===== src/rtl/obstacle_pkg.sv =====
// Shared definitions for the arena obstacles: state encoding, arena geometry
// defaults, colours and the sequencer's obstacle select codes.
package obstacle_pkg;

  typedef enum logic [1:0] {
    ST_IDLE = 2'd0,
    ST_WARN = 2'd1,
    ST_FIRE = 2'd2,
    ST_DONE = 2'd3
  } obstacle_state_e;

  localparam int unsigned ARENA_LEFT_DEF   = 341;
  localparam int unsigned LASER_TOP_DEF    = 317;
  localparam int unsigned LASER_BOTTOM_DEF = 617;
  localparam int unsigned SCREEN_MAX_X     = 4095;

  localparam logic [11:0] COLOR_WARN_DEF = 12'hf_8_0;
  localparam logic [11:0] COLOR_FIRE_DEF = 12'hf_f_f;

  localparam logic [3:0] SEL_LASERS_SWEEP = 4'b0011;

endpackage


===== src/rtl/laser_frame_timer.sv =====
// Frame-tick detector plus a loadable frame down-counter. tc fires on the
// frame tick that arrives while the counter has reached zero, so loading
// (frames-1) yields exactly 'frames' ticks per phase.
module laser_frame_timer
  import obstacle_pkg::*;
#(
  parameter int unsigned CNT_W = 8
) (
  input  logic             pclk,
  input  logic             rst,
  input  logic [11:0]      hcount_in,
  input  logic [11:0]      vcount_in,
  input  logic             load,
  input  logic             clr,
  input  logic [CNT_W-1:0] load_val,
  output logic             tc
);

  logic             tick_q;
  logic [CNT_W-1:0] cnt_q;

  // Registered one-cycle pulse at the top-left pixel of each frame.
  always_ff @(posedge pclk) begin
    if (rst) tick_q <= 1'b0;
    else     tick_q <= (hcount_in == 12'd0) && (vcount_in == 12'd0);
  end

  // Remaining-frames counter; clear beats load, load beats counting.
  always_ff @(posedge pclk) begin
    if (rst || clr)                    cnt_q <= '0;
    else if (load)                     cnt_q <= load_val;
    else if (tick_q && (cnt_q != '0))  cnt_q <= cnt_q - 1'b1;
  end

  assign tc = tick_q && (cnt_q == '0);

endmodule


===== src/rtl/lasers_sweep_obstacle.sv =====
// Sweeping laser obstacle: N vertical columns that warn, then fire, and shift
// right by a fixed step every round. Overlays the pixel stream and reports
// laser state to collision logic and the obstacle sequencer.
//
// state | meaning
// ------+---------------------------------------------------------------
// IDLE  | inactive, pixels pass through, waiting for game_on + select code
// WARN  | columns drawn in warning colour, not lethal
// FIRE  | columns drawn in firing colour, laser_hot asserted
// DONE  | single cycle after the last round, done asserted
module lasers_sweep_obstacle
  import obstacle_pkg::*;
#(
  parameter int unsigned N_LASERS     = 3,
  parameter int unsigned LASER_WIDTH  = 31,
  parameter int unsigned LASER_TOP    = LASER_TOP_DEF,
  parameter int unsigned LASER_BOTTOM = LASER_BOTTOM_DEF,
  parameter int unsigned ARENA_LEFT   = ARENA_LEFT_DEF,
  parameter int unsigned SPACING      = 100,
  parameter int unsigned OFFSET_STEP  = 20,
  parameter int unsigned ROUNDS       = 4,
  parameter int unsigned WARN_FRAMES  = 60,
  parameter int unsigned FIRE_FRAMES  = 30,
  parameter logic [3:0]  SEL_CODE     = SEL_LASERS_SWEEP,
  parameter logic [11:0] COLOR_WARN   = COLOR_WARN_DEF,
  parameter logic [11:0] COLOR_FIRE   = COLOR_FIRE_DEF
) (
  input  logic        pclk,
  input  logic        rst,
  input  logic [11:0] vcount_in,
  input  logic [11:0] hcount_in,
  input  logic [11:0] rgb_in,
  input  logic        game_on,
  input  logic        menu_on,
  input  logic [3:0]  obstacle_sel,
  output logic [11:0] rgb_out,
  output logic [11:0] obstacle_x,
  output logic [11:0] obstacle_y,
  output logic        laser_hot,
  output logic        done
);

  localparam int unsigned MAX_FRAMES = (WARN_FRAMES > FIRE_FRAMES) ? WARN_FRAMES : FIRE_FRAMES;
  localparam int unsigned CNT_W      = (MAX_FRAMES > 1) ? $clog2(MAX_FRAMES) : 1;
  localparam int unsigned RW         = (ROUNDS > 1) ? $clog2(ROUNDS) : 1;
  localparam int unsigned MAX_RIGHT  = ARENA_LEFT + (ROUNDS - 1) * OFFSET_STEP
                                     + (N_LASERS - 1) * SPACING + LASER_WIDTH - 1;

  localparam logic [CNT_W-1:0] WARN_LOAD  = CNT_W'(WARN_FRAMES - 1);
  localparam logic [CNT_W-1:0] FIRE_LOAD  = CNT_W'(FIRE_FRAMES - 1);
  localparam logic [RW-1:0]    LAST_ROUND = RW'(ROUNDS - 1);
  localparam logic [11:0]      STEP       = 12'(OFFSET_STEP);
  localparam logic [11:0]      TOP_Y      = 12'(LASER_TOP);
  localparam logic [11:0]      BOTTOM_Y   = 12'(LASER_BOTTOM);

  // Geometry is computed in 12 bits with no wrap handling, so bad
  // parameter sets are rejected at elaboration.
  if (N_LASERS < 1 || N_LASERS > 8) begin : g_bad_count
    $error("lasers_sweep_obstacle: N_LASERS must be 1..8");
  end
  if (ROUNDS < 1 || WARN_FRAMES < 1 || FIRE_FRAMES < 1) begin : g_bad_timing
    $error("lasers_sweep_obstacle: ROUNDS and frame counts must be >= 1");
  end
  if (MAX_RIGHT > SCREEN_MAX_X || LASER_WIDTH < 1) begin : g_bad_geometry
    $error("lasers_sweep_obstacle: rightmost laser edge exceeds 12-bit range");
  end

  obstacle_state_e      state_q, state_d;
  logic [RW-1:0]        round_q, round_d;
  logic                 round_inc;
  logic                 t_load, t_clr, t_tc;
  logic [CNT_W-1:0]     t_val;
  logic [N_LASERS-1:0]  hit_vec;
  logic                 in_band;
  logic                 active;
  logic [11:0]          left0;
  logic [11:0]          pix;

  laser_frame_timer #(
    .CNT_W (CNT_W)
  ) u_timer (
    .pclk      (pclk),
    .rst       (rst),
    .hcount_in (hcount_in),
    .vcount_in (vcount_in),
    .load      (t_load),
    .clr       (t_clr),
    .load_val  (t_val),
    .tc        (t_tc)
  );

  // State and round registers.
  always_ff @(posedge pclk) begin
    if (rst) begin
      state_q <= ST_IDLE;
      round_q <= '0;
    end else begin
      state_q <= state_d;
      round_q <= round_d;
    end
  end

  // Next-state logic; menu abort overrides start and phase transitions.
  always_comb begin
    state_d   = state_q;
    round_d   = round_q;
    round_inc = 1'b0;
    t_load    = 1'b0;
    t_clr     = 1'b0;
    t_val     = '0;
    if (state_q != ST_IDLE && menu_on) begin
      state_d = ST_IDLE;
      round_d = '0;
      t_clr   = 1'b1;
    end else begin
      case (state_q)
        ST_IDLE: begin
          if (game_on && !menu_on && obstacle_sel == SEL_CODE) begin
            state_d = ST_WARN;
            round_d = '0;
            t_load  = 1'b1;
            t_val   = WARN_LOAD;
          end
        end
        ST_WARN: begin
          if (t_tc) begin
            state_d = ST_FIRE;
            t_load  = 1'b1;
            t_val   = FIRE_LOAD;
          end
        end
        ST_FIRE: begin
          if (t_tc) begin
            if (round_q == LAST_ROUND) begin
              state_d = ST_DONE;
              t_clr   = 1'b1;
            end else begin
              state_d   = ST_WARN;
              round_d   = round_q + 1'b1;
              round_inc = 1'b1;
              t_load    = 1'b1;
              t_val     = WARN_LOAD;
            end
          end
        end
        ST_DONE: begin
          state_d = ST_IDLE;
          round_d = '0;
        end
        default: state_d = ST_IDLE;
      endcase
    end
  end

  assign in_band = (vcount_in >= TOP_Y) && (vcount_in <= BOTTOM_Y);

  // Column bounds live in registers: reloaded to the round-0 position while
  // idle and advanced by one step per round, so no per-pixel multiply.
  for (genvar gi = 0; gi < N_LASERS; gi++) begin : g_col
    localparam logic [11:0] BASE_L = 12'(ARENA_LEFT + gi * SPACING);
    localparam logic [11:0] BASE_R = 12'(ARENA_LEFT + gi * SPACING + LASER_WIDTH - 1);

    logic [11:0] left_q, right_q;

    // Hold or advance this column's bounds.
    always_ff @(posedge pclk) begin
      if (rst || state_q == ST_IDLE) begin
        left_q  <= BASE_L;
        right_q <= BASE_R;
      end else if (round_inc) begin
        left_q  <= left_q + STEP;
        right_q <= right_q + STEP;
      end
    end

    assign hit_vec[gi] = in_band && (hcount_in >= left_q) && (hcount_in <= right_q);

    if (gi == 0) begin : g_first
      assign left0 = left_q;
    end
  end

  // Pixel overlay colour for the current state.
  always_comb begin
    pix = rgb_in;
    if (|hit_vec) begin
      if (state_q == ST_WARN)      pix = COLOR_WARN;
      else if (state_q == ST_FIRE) pix = COLOR_FIRE;
    end
  end

  // Registered outputs, aligned with the state register.
  always_ff @(posedge pclk) begin
    if (rst) begin
      rgb_out   <= 12'h000;
      laser_hot <= 1'b0;
      done      <= 1'b0;
    end else begin
      rgb_out   <= pix;
      laser_hot <= (state_d == ST_FIRE);
      done      <= (state_d == ST_DONE);
    end
  end

  assign active     = (state_q == ST_WARN) || (state_q == ST_FIRE);
  assign obstacle_x = active ? left0 : 12'h000;
  assign obstacle_y = active ? TOP_Y : 12'h000;

endmodule


===== config.mk =====
export PLATFORM = sky130hd
export DESIGN_NAME = lasers_sweep_obstacle
export DESIGN_NICKNAME = d
export VERILOG_FILES = /design/src/rtl/obstacle_pkg.sv /design/src/rtl/laser_frame_timer.sv /design/src/rtl/lasers_sweep_obstacle.sv
export SDC_FILE = /design/constraint.sdc
export NUM_CORES = 1
export LEC_CHECK = 0
export ABC_AREA = 1
export CORE_UTILIZATION = 36
export DETAILED_ROUTE_END_ITERATION = 16
export PLACE_DENSITY = 0.55
export SLEW_MARGIN = 20
export SYNTH_ARGS = -nofsm -noshare
export SYNTH_HDL_FRONTEND = slang
export SYNTH_HIERARCHICAL = 1
export SYNTH_SLANG_ARGS = --single-unit
export TNS_END_PERCENT = 30

===== constraint.sdc =====
create_clock -name pclk -period 2.4 [get_ports pclk]
set_clock_uncertainty 0.2 [all_clocks]
set_input_delay 0.36 -clock pclk [delete_from_list [all_inputs] [get_ports pclk]]
set_output_delay 0.36 -clock pclk [all_outputs]
set_load 0.05 [all_outputs]

## Word-level counts from Yosys, hierarchy flattened

Index checks and enable logic that the tools add are counted.

- Register bits: 97
- Output and inout port bits: 38

- Add/subtract/negate cells: 8
- Magnitude comparators: 8
- Equal/unequal tests: 10
- Multiplexer cells: 35
- Reduce and logical (&&, ||, !) cells: 28

Operator list:

| cell | number |
|---|---|
| 12-bit by 5-bit adder with 12-bit output (second input constant) | 6 |
| 12-bit 2-to-1 mux | 4 |
| 12-bit >= comparator | 3 |
| 12-bit less-or-equal comparator | 3 |
| 6-bit 2-to-1 mux | 6 |
| 12-bit logical NOT | 2 |
| 6-bit case mux with 3 select lines | 1 |
| 2-bit 2-to-1 mux | 8 |
| 1-bit logical AND | 13 |
| 12-bit by 9-bit >= comparator with 1-bit output (second input constant) | 1 |
| 12-bit by 10-bit less-or-equal comparator with 1-bit output (second input constant) | 1 |
| 1-bit 2-to-1 mux | 11 |
| 2-bit == test (second input constant) | 5 |
| 9-bit 2-to-1 mux | 1 |
| 2-bit case mux with 4 select lines | 1 |
| 6-bit logical NOT | 1 |
| 2-bit != test (second input constant) | 3 |
| 2-bit case mux with 3 select lines | 1 |
| 6-bit nonzero test | 1 |
| 6-bit by 1-bit subtractor with 6-bit output (second input constant) | 1 |
| 5-bit 2-to-1 mux | 1 |
| 4-bit by 2-bit == test with 1-bit output (second input constant) | 1 |
| 4-bit AND reduction | 1 |
| 2-bit nonzero test | 2 |
| 9 further kinds | 11 |

## Depth between registers and ports, before layout

Gate-level depths: netlist (run 1).

- Word-level depth: 7
- Gate-level depth with buffers: 16
- Depth with buffers taken out: 16

## Hierarchy

The synthesis (run 1) kept the hierarchy.

By module, submodules not included:

| module | instances | cells an instance | area an instance (um2) | seq. area each (um2) |
|---|---|---|---|---|
| lasers_sweep_obstacle | 1 | 757 | 5261.3 | 1561.5 |
| laser_frame_timer | 1 | 86 | 526.8 | 140.1 |

## Worst setup path after synthesis (run 1)

Ideal clock, no wire load.

- Path type: register -> register
- From: register u_timer.cnt_q[0]
- To: register u_timer.cnt_q[0]
- Setup time: 0.070 ns
- Arrival time: 2.228 ns
- Required time: 2.130 ns
- Setup slack: -0.098 ns
- Stages on the path, launching flop included: 16
- Buffers on the path: 1
- Clock period less this slack: 2.498 ns
- Cells stage by stage: dfxtp_1 -> inv_1 -> ha_1 -> nand3_2 -> nor2_1 -> inv_2 -> nor2_2 -> nand2_2 -> inv_1 -> nor2_1 -> a21oi_1 -> buf_2 -> nand2_1 -> o21ai_0 -> nand2_1 -> a21oi_1

- Longest elaborated chain between the ends: 6

RTL lines:

| what | line | text |
|---|---|---|
| start: declaration | laser_frame_timer.sv:20 | `logic [CNT_W-1:0] cnt_q;` |
| start signal: assignment | laser_frame_timer.sv:31 | `else if (load) cnt_q <= load_val;` |
| start signal: assignment | laser_frame_timer.sv:32 | `else if (tick_q && (cnt_q != '0)) cnt_q <= cnt_q - 1'b1;` |
| 6-bit logical NOT * | laser_frame_timer.sv:35 | `assign tc = tick_q && (cnt_q == '0);` |
| 1-bit logical AND * | laser_frame_timer.sv:35 |  |
| named net t_tc | lasers_sweep_obstacle.sv:71 | `logic t_load, t_clr, t_tc;` |
| 1-bit 2-to-1 mux, on equally long branches | lasers_sweep_obstacle.sv:133, lasers_sweep_obstacle.sv:126 |  |
| 1-bit case mux with 3 select lines * | lasers_sweep_obstacle.sv:116 | `case (state_q)` |
| 1-bit 2-to-1 mux * | lasers_sweep_obstacle.sv:111 | `if (state_q != ST_IDLE && menu_on) begin` |
| named net t_load | lasers_sweep_obstacle.sv:71 |  |
| 6-bit 2-to-1 mux / 2-bit nonzero test (equally long branches) | -- |  |

The timed path passes the listed nets; every way through them passes the cells marked *. The select of a mux whose other input is x is not followed.
A chain may end at the register's enable or synchronous reset.

## Final worst setup path (run 1)

- From: register u_timer.cnt_q[0]
- To: register g_col[0].right_q[8]

- Longest elaborated chain between the ends: 5

RTL lines:

| what | line | text |
|---|---|---|
| 6-bit logical NOT | laser_frame_timer.sv:35 |  |
| 1-bit logical AND | laser_frame_timer.sv:35 |  |
| named net t_tc | lasers_sweep_obstacle.sv:71 |  |
| 1-bit 2-to-1 mux | lasers_sweep_obstacle.sv:133 | `if (t_tc) begin` |
| 1-bit 2-to-1 mux | lasers_sweep_obstacle.sv:116 |  |
| 1-bit 2-to-1 mux | lasers_sweep_obstacle.sv:111 |  |
| end signal: assignment | lasers_sweep_obstacle.sv:172 | `right_q <= right_q + STEP;` |
| end: declaration | lasers_sweep_obstacle.sv:163 | `logic [11:0] left_q, right_q;` |

The timed path passes the listed nets, and every way through them passes these cells.

==> results of run 1 <==
==> metal layers <==
layer / share of wire (%) / routed length, µm / global-route usage, % / vias to the layer above
met2: 47 / 6920 / 32.3 / 96
met3: 4.0 / 586 / 4.16 / 17
met5: 0 / 0 / 0 / -
met4: 1.6 / 240 / 4.64 / 0
met1: 48 / 7020 / 23.0 / 2417
li1: - / - / - / 2949
==> cell type report <==
class                           instances  area, µm²
Inverter                              130        488
Tap cell                              211        264
Multi-Input combinational cell        605       3590
Clock inverter                          6       46.3
Clock buffer                           10        239
Timing Repair Buffer                  132       1510
Sequential cell                        85       1700
Fill cell                            1546       7590
==> metrics by stage <==
| step | power [mW] | instances |
|---|---|---|
| 6_report | 3.59 | 1179 |
| 3_5_place_dp | 2.25 | 1159 |
| 5_1_grt | 3.76 | 1179 |
| 2_1_floorplan | 1.90 | 849 |
| 4_1_cts | 3.64 | 1175 |
| 3_3_place_gp | 2.25 | 1159 |
==> state kept, by name, indices dropped and copies added, names as in the netlist <==
| name | flops |
|---|---|
| u_timer/cnt_q | 6 |
| state_q | 2 |
| round_q | 2 |
| g_col.right_q | 30 |
| laser_hot | 1 |
| g_col.left_q | 30 |
| done | 1 |
| rgb_out | 12 |
| u_timer/tick_q | 1 |
==> worst max path at each step <==
stage | cells after the start | startpoint | to | slack [ns]
4_1_cts | 15 | hcount_in[11] | rgb_out[4] | -0.02
6_report | 15 | u_timer/cnt_q[0] | g_col[0].right_q[8] | 0.11
5_1_grt | 17 | u_timer/cnt_q[0] | g_col[0].right_q[11] | -0.03
2_1_floorplan | 15 | u_timer/cnt_q[0] | u_timer/cnt_q[0] | 0.04
3_5_place_dp | 13 | hcount_in[11] | rgb_out[5] | -0.40
3_3_place_gp | 15 | hcount_in[11] | rgb_out[6] | -0.34
==> power by group through the flow <==
stage / Sequential (mW) / Clock, mW / Combinational (mW)
floorplan: 1.51 / 0 / 0.386
global placement: 1.47 / 0 / 0.783
detailed placement: 1.46 / 0 / 0.786
global route: 1.43 / 1.47 / 0.860
CTS: 1.43 / 1.41 / 0.790
finish: 1.43 / 1.36 / 0.794
==> cell usage after synthesis, types with 4 or more instances <==
| master | count |
|---|---|
| nor3_1 | 11 |
| xor2_1 | 7 |
| a21o_1 | 4 |
| inv_1 | 128 |
| buf_2 | 5 |
| o21ai_0 | 46 |
| ha_1 | 74 |
| buf_4 | 15 |
| nand2_1 | 182 |
| nor2_2 | 6 |
| a21oi_1 | 78 |
| nor4_1 | 6 |
| clkbuf_1 | 9 |
| nor2_1 | 86 |
| nand3_1 | 52 |
| o21a_1 | 7 |
| dfxtp_1 | 85 |
==> what timing repair did <==
item / CTS / global route
setup buffers: 0 / 4
setup endpoints to repair: 30 / 43
pin swaps: 0 / 7
gates resized for setup: 5 / 32
==> kinds of logic (layout without fill, tap and decap cells) <==
group	after synthesis	after routing	synth area share, %
adder cells (fa/ha/maj)	74	74	16.0
flip-flops	85	85	29.4
AND/OR/NAND/NOR	367	367	28.0
buffers and inverters	159	278	11.4
other	1	7	0.0648
XOR/XNOR	8	8	1.21
AO/OA/AOI/OAI	149	149	14.0
==> worst register-to-register path: stages, from the launching register on <==
cell	delay (ns)
dfxtp_2	0.32
inv_2	0.07
ha_4	0.14
nand3_4	0.08
nor2_4	0.12
inv_2	0.06
nor2_4	0.11
nand2_4	0.08
nor2_8	0.10
buf_12	0.14
buf_8	0.14
nand2_4	0.07
nor3_4	0.17
buf_4	0.13
xor2_1	0.15
nand2_1	0.07
==> results.toml, run 1 <==
[cts]
clkSinkCount = 85
cts_made_buffers = 9
htreeDepth = 3
cts_tree = "yes"
clk_pin_slew_ns = 0.06
cts-root-buf = "clkbuf_16"
cts_hold_buf = 0
clock_latency_ns = 0.35
clockBufferDepth = 2

[sta]
fin_hold_ws_ns = 0.264
rsz0062_at_grt = "yes"
finalCriticalPeriod_ns = 2.29
slew-limit-headroom_pct = 65.8
tns_ns = 0
layout_setup_ws_ns = 0.110
finalCritPeriodShare_pct = 95.4
hold_viol = 0
drv_slew = 0
max_freq_mhz = 437
tightest_slew_ns = 0.512
setup_viol = 0

[global_route]
antenna_found_initial = 0
grt_usage_pct = 18.5
overflow = 0
grt_max_degree = 37
grt_pass1_wl_um = 23900
grt_pass1_vias = 4986

[run]
drv_cap = 0

[yosys]
ys_seq_area_share_pct = 29.4
synth_area_leaders = "dfxtp_1 (29%), ha_1 (16%), nand2_1 (12%)"
yosysWarnings = 6
synthCells = 843
yosys.area.top_type = "dfxtp_1"
synth_cell_types = 41
async_reset_ff_share_pct = 0
yosys_most_used_dff = "dfxtp_1"
yosysTopAreaCellShare_pct = 29.4
synth_area_um2 = 5790
synth_edf_count = 0
ys_seq_elements = 85
synth.avg_cell_area_um2 = 6.87

[layout]
post-route-util_pct = 50.8
syn2layout_area_growth_pct = 35.5
n_antenna_cell = 0
finalInstanceArea_um2 = 7840
nets = 1081
mostFrequentLayoutCell = "nand2_1"
drive_gt1_share_pct = 14.2
final_cell_mix = "nand2_1 (180), inv_1 (126), dfxtp_1 (83)"

[die]
start_util_pct = 37.5
core-area_um2 = 15400
pin_count = 82
rows = 45
dieArea_um2 = 16600
die_w_um = 129
die_h_um = 129

[pwr]
max-vdd-ir-drop_uv = 369
p_int_mw = 2.51
p_leak_nw = 3.65
switching_share_pct = 30.1
seq_power_share_pct = 39.9
combPwrFrac_pct = 22.1
p_per_area_nw_per_um2 = 458
p_sw_mw = 1.08
power_frac_clock_pct = 38.0

[worst_setup_path]
reg2reg_depth = 15
rr_endpoint = "g_col[0].right_q[8]"
critPathArrivalTime_ns = 2.31
timing.critical_path.buf_inv = 5
worst-path-max-fanout = 7
crit_type = "reg -> reg"
reg2reg_from = "u_timer/cnt_q[0]"
rrSetupSlack_ns = 0.11
endpoint_kind = "register"
slowest_stage = "dfxtp_2"
critPathLaunchType = "register"
worstPathRequired_ns = 2.42
crit_family = "simple AND/OR/NAND/NOR gates"
critPathMaxStageDelay_ns = 0.32
cp_cell_sequence = "inv_2 -> ha_4 -> nand3_4 -> nor2_4 -> inv_2 -> nor2_4 -> nand2_4 -> nor2_8 -> buf_12 -> buf_8 -> nand2_4 -> nor3_4 -> buf_4 -> xor2_1 -> nand2_1"

[route]
vias = 5479
drtPass1Iterations = 4
viasPerCell = 4.65
totalWireLength_um = 14800
ant_nets = 0
drc = 0
wl_per_cell_um = 12.5
drt_iter0_markers = 188

[hold_path]
min_to = "g_col[1].right_q[11]"
hold_depth = 1
hold_path.class = "reg -> reg"
hold_path.startpoint = "g_col[1].right_q[11]"

[place]
dp_slack_ns = -0.397
post_dp_cell_area_um2 = 7380
gp_congestion = 0.809
dp_hpwl_um = 11300
numPortBuffers = 74

[run_status]
outcome = "complete, no violations"
No activity file was read; power rests on OpenSTA's default activity.
==> inputs of run 2 (changes only) <==
CTS_BUF_LIST = sky130_fd_sc_hd__clkbuf_16   (was not set)
==> run 2 against run 1 <==
  * Core utilization decreased by 0.065 points
  * Fmax about the same
  * Flip-flop and latch count unchanged
  * Power is 0.74% lower
  * Register-to-register slack about the same
  * Critical endpoint unchanged
  * First-iteration DRC count up 13%
==> results.toml, run 2 (same netlist as run 1, synthesis figures left out) <==
[cts]
clk_pin_slew_ns = 0.07
clkSinkCount = 85
htreeDepth = 3
cts_made_buffers = 9
clock_latency_ns = 0.35
clockBufferDepth = 2
cts_tree = "yes"
cts-root-buf = "clkbuf_16"

[place]
gp_congestion = 0.809
post_dp_cell_area_um2 = 7380
numPortBuffers = 74
dp_slack_ns = -0.397
placedCellCount = 1159
dp_hpwl_um = 11300

[sta]
tightest_slew_ns = 0.512
fin_hold_ws_ns = 0.262
rsz0062_at_grt = "yes"
max_freq_mhz = 437
drv_slew = 0
tns_ns = 0
hold_viol = 0
finalCritPeriodShare_pct = 95.3
slew-limit-headroom_pct = 65.8
finalCriticalPeriod_ns = 2.29
layout_setup_ws_ns = 0.112
setup_viol = 0

[route]
wl_per_cell_um = 12.6
drc = 0
ant_nets = 0
viasPerCell = 4.65
vias = 5483
drtPass1Iterations = 4
totalWireLength_um = 14800
drt_iter0_markers = 213

[global_route]
antenna_found_initial = 0
grt_pass1_vias = 4990
busiest_layer = "met2"
overflow = 0
grt_max_degree = 37
grt_usage_pct = 18.6
use_met3_pct = 4.16
use_met2_pct = 32.4
grt_pass1_wl_um = 23900
use_met1_pct = 23.0

[layout]
finalInstanceArea_um2 = 7830
largest_registers = "g_col.left_q: 30 flops, g_col.right_q: 30 flops, rgb_out: 12 flops"
instances_no_fill = 1179
n_antenna_cell = 0
mostFrequentLayoutCell = "nand2_1"
post-route-util_pct = 50.8
nets = 1081
drive_gt1_share_pct = 14.0
syn2layout_area_growth_pct = 35.3
final_cell_mix = "nand2_1 (180), inv_1 (126), dfxtp_1 (83)"

[pwr]
p_sw_mw = 1.09
p_int_mw = 2.48
p_leak_nw = 3.65
power_frac_clock_pct = 37.5
p_per_area_nw_per_um2 = 455
p_total_mw = 3.56
switching_share_pct = 30.5
seq_power_share_pct = 40.2
combPwrFrac_pct = 22.3
max-vdd-ir-drop_uv = 375

[die]
rows = 45
pin_count = 82
die_h_um = 129
dieArea_um2 = 16600
die_w_um = 129
core-area_um2 = 15400
start_util_pct = 37.5

[hold_path]
hold_path.startpoint = "g_col[1].right_q[11]"
hold_path.class = "reg -> reg"
min_to = "g_col[1].right_q[11]"
hold_depth = 1

[worst_setup_path]
reg2reg_depth = 15
rrSetupSlack_ns = 0.11
endpoint_kind = "register"
rr_endpoint = "g_col[0].right_q[8]"
reg2reg_from = "u_timer/cnt_q[0]"
critPathArrivalTime_ns = 2.31
worstPathRequired_ns = 2.43
critPathLaunchType = "register"
crit_type = "reg -> reg"
worst-path-max-fanout = 7

[run_status]
outcome = "complete, no violations"

[run]
drv_cap = 0
## run 2: cell count changes in the layout (fill, tap and decap cells not counted), sizes merged
cell,delta
clkbuf,-1
clkinv,+1
## run 2: critical path, cell delays in order (launching register included)
cell and delay [ns]:
dfxtp_2 0.32, inv_2 0.07, ha_4 0.14, nand3_4 0.08, nor2_4 0.12, inv_2 0.06, nor2_4 0.11, nand2_4 0.08
nor2_8 0.10, buf_12 0.14, buf_8 0.13, nand2_4 0.06, nor3_4 0.17, buf_4 0.13, xor2_1 0.14, nand2_1 0.07
## run 2: worst max-delay path by stage
stage	from	endpoint	slack, ns	depth (start not counted)
final	u_timer/cnt_q[0]	g_col[0].right_q[8]	0.11	15
after global routing	u_timer/cnt_q[0]	g_col[0].right_q[11]	-0.03	17
after CTS	hcount_in[11]	rgb_out[4]	-0.02	15
after detailed placement	hcount_in[11]	rgb_out[5]	-0.40	13
after global placement	hcount_in[11]	rgb_out[6]	-0.34	15
after floorplan	u_timer/cnt_q[0]	u_timer/cnt_q[0]	0.04	15
## run 2: layer usage
layer	part of all wire [%]	wire length (µm)	up-vias
li1	-	-	2950
met1	47	7040	2424
met2	47	6990	93
met3	4.2	617	16
met4	1.3	194	0
met5	0	0	-
## run 2: area by class of cell
type,count,area [µm²]
Fill cell,1548,7600
Multi-Input combinational cell,605,3590
Sequential cell,85,1700
Timing Repair Buffer,132,1510
Inverter,130,488
Tap cell,211,264
Clock buffer,9,225
Clock inverter,7,50.0
## run 2: repair_timing
action / in CTS / in global routing
setup buffers: 0 / 4
resized for setup: 5 / 32
endpoints found under the setup margin: 30 / 43
pin swaps: 0 / 7
hold buffers: 0 / 0
## run 2: power groups by stage
stage | sequential (mW) | combinational (mW) | clock (mW)
2_1_floorplan | 1.51 | 0.386 | 0
3_3_place_gp | 1.47 | 0.783 | 0
3_5_place_dp | 1.46 | 0.786 | 0
4_1_cts | 1.43 | 0.790 | 1.38
5_1_grt | 1.43 | 0.860 | 1.43
6_report | 1.43 | 0.794 | 1.34
==> inputs of run 3 (changes only) <==
CORE_UTILIZATION = 50   (was 36)
PLACE_DENSITY = 0.73   (was 0.55)
==> run 3 against run 2 <==
  * The run now ends with setup timing left
  * Cell area is 1.3% lower
  * Die area down 28%
  * Sequential share of layout area up 0.29 points
  * Non-clock buffer count shrank 3
  * Flip-flop and latch count did not move
  * Core utilization rose by 19 points
  * Power down 0.87%
  * Fmax shrank 6.4%
  * Critical path depth rose by 1
  * Count of clock-buffer cells in the layout unchanged
  * First-iteration DRC count rose by 13%
  * Critical path type unchanged
==> results.toml, run 3 (same netlist as run 1, synthesis figures left out) <==
[place]
post_dp_cell_area_um2 = 7110
placedCellCount = 1075
dp_slack_ns = -0.282
dp_hpwl_um = 10100
numPortBuffers = 74
gp_congestion = 0.845

[layout]
largest_registers = "g_col.left_q: 30 flops, g_col.right_q: 30 flops, rgb_out: 12 flops"
drive_gt1_share_pct = 14.6
mostFrequentLayoutCell = "nand2_1"
multi_input_area_um2 = 3650
final_cell_mix = "nand2_1 (181), inv_1 (125), dfxtp_1 (83)"
syn2layout_area_growth_pct = 33.5
finalInstanceArea_um2 = 7730
n_antenna_cell = 0
instances_no_fill = 1105
n_fill_cell = 936
regArea_um2 = 1700
nets = 1078

[global_route]
antenna_found_initial = 0
overflow = 0
grt_pass1_vias = 5014
grt_max_degree = 37
grt_usage_pct = 24.3
grt_pass1_wl_um = 22400

[die]
pin_count = 82
rows = 38
core-area_um2 = 11100
dieArea_um2 = 12000
die_h_um = 110
die_w_um = 110
start_util_pct = 52.2

[route]
drt_iter0_markers = 241
drtPass1Iterations = 5
ant_nets = 0
wl_per_cell_um = 12.9
viasPerCell = 5.09
drc = 0
vias = 5624
totalWireLength_um = 14300

[cts]
htreeDepth = 3
clock_latency_ns = 0.36
clockBufferDepth = 2
clk_pin_slew_ns = 0.06
cts_tree = "yes"
cts_hold_buf = 0
clkSinkCount = 85
cts-root-buf = "clkbuf_16"
cts_made_buffers = 9

[worst_setup_path]
critPathMaxStageDelay_ns = 0.33
worst_path_most_repeated_cell = "inv_2"
slowest_stage = "dfxtp_2"
critPathArrivalTime_ns = 2.52
startpoint = "u_timer/cnt_q[1]"
reg2reg_from = "u_timer/cnt_q[1]"
critPathLaunchType = "register"
cp_cell_sequence = "inv_2 -> ha_4 -> nand3_4 -> nor2_4 -> inv_2 -> nor2_4 -> nand2_4 -> nor2_8 -> buf_4 -> clkbuf_16 -> inv_2 -> nor3_4 -> nand2_1 -> nor2_1 -> a21oi_1 -> nor3_1"
crit_type = "reg -> reg"
endpoint_kind = "register"
worst-path-max-fanout = 6
worstPathRequired_ns = 2.47

[pwr]
p_total_mw = 3.53
power_frac_clock_pct = 37.3
p_per_area_nw_per_um2 = 457
max-vdd-ir-drop_uv = 458
switching_share_pct = 30.2
combPwrFrac_pct = 22.1
p_leak_nw = 3.62
p_sw_mw = 1.07
seq_power_share_pct = 40.6
p_int_mw = 2.47

[sta]
finalCriticalPeriod_ns = 2.44
fin_hold_ws_ns = 0.256
max_freq_mhz = 409
slew-limit-headroom_pct = 65.9
tightest_slew_ns = 0.510
layout_setup_ws_ns = -0.0438
finalCritPeriodShare_pct = 102
setup_viol = 3
rsz0062_at_grt = "yes"
drv_slew = 0
hold_viol = 0

[hold_path]
hold_path.startpoint = "g_col[1].right_q[11]"
hold_path.class = "reg -> reg"

[run]
drv_cap = 0

[run_status]
outcome = "finished, violations left"
violations = "setup timing"
==> run 3: cell count changes in the layout (fill, tap and decap cells not counted), sizes merged <==
cell and change:
clkinv -2, clkbuf +2, buf -5, inv +2
clkdlybuf4s50 +1, dlymetal6s2s -1
==> run 3: area by class of cell <==
class | count | share of cell area, %
Clock buffer | 9 | 2.91
Clock inverter | 7 | 0.648
Inverter | 130 | 6.31
Multi-Input combinational cell | 605 | 47.2
Sequential cell | 85 | 22.1
Tap cell | 140 | 2.27
Timing Repair Buffer | 129 | 18.6
==> run 3: path summary, 6_finish.rpt <==
path | end | slack, ns | cells past startpoint
worst max-delay path | g_col[0].left_q[9] | -0.04 | 16
worst min-delay path | g_col[1].right_q[11] | 0.26 | 1
worst max register to register | g_col[0].left_q[9] | -0.04 | 16
worst min register to register | g_col[1].right_q[11] | 0.26 | 1
==> run 3: timing repair <==
item | CTS | global route
gates cloned | 0 | 3
endpoints found under the setup margin | 13 | 31
resized for setup | 4 | 46
endpoints found under the hold margin | 0 | 0
pin swaps | 0 | 17
setup buffers | 0 | 11
==> run 3: metrics by stage <==
step                      setup TNS, ns  util (%)
after floorplan                       0         -
after global placement            -2.62      64.2
after detailed placement          -3.08      64.2
after CTS                             0      66.8
after global routing              -1.18      69.8
final                           -0.0840      69.8
==> run 3: power by group through the flow <==
stage               Combinational, mW  Sequential [mW]  Clock (mW)
finish                          0.781             1.43        1.32
global route                    0.846             1.43        1.41
CTS                             0.761             1.43        1.35
detailed placement              0.756             1.47           0
global placement                0.751             1.47           0
floorplan                       0.386             1.51           0
==> run 3: worst max-delay path: cells and delay by family, from the launching register on <==
kind | cells | cell delay [ns]
AO/OA/AOI/OAI | 1 | 0.07
AND/OR/NAND/NOR | 9 | 1.13
buffers and inverters | 5 | 0.49
adder cells (fa/ha/maj) | 1 | 0.14
flip-flops | 1 | 0.33
==> run 3: layer usage <==
metal | GRT usage [%] | share of wire [%] | vias to the layer above | wire length, µm
met5 | 0 | 0 | - | 0
met4 | 11.0 | 2.3 | 0 | 327
met2 | 41.4 | 48 | 134 | 6820
li1 | - | - | 2959 | -
met3 | 3.91 | 4.0 | 22 | 575
met1 | 30.2 | 46 | 2509 | 6550
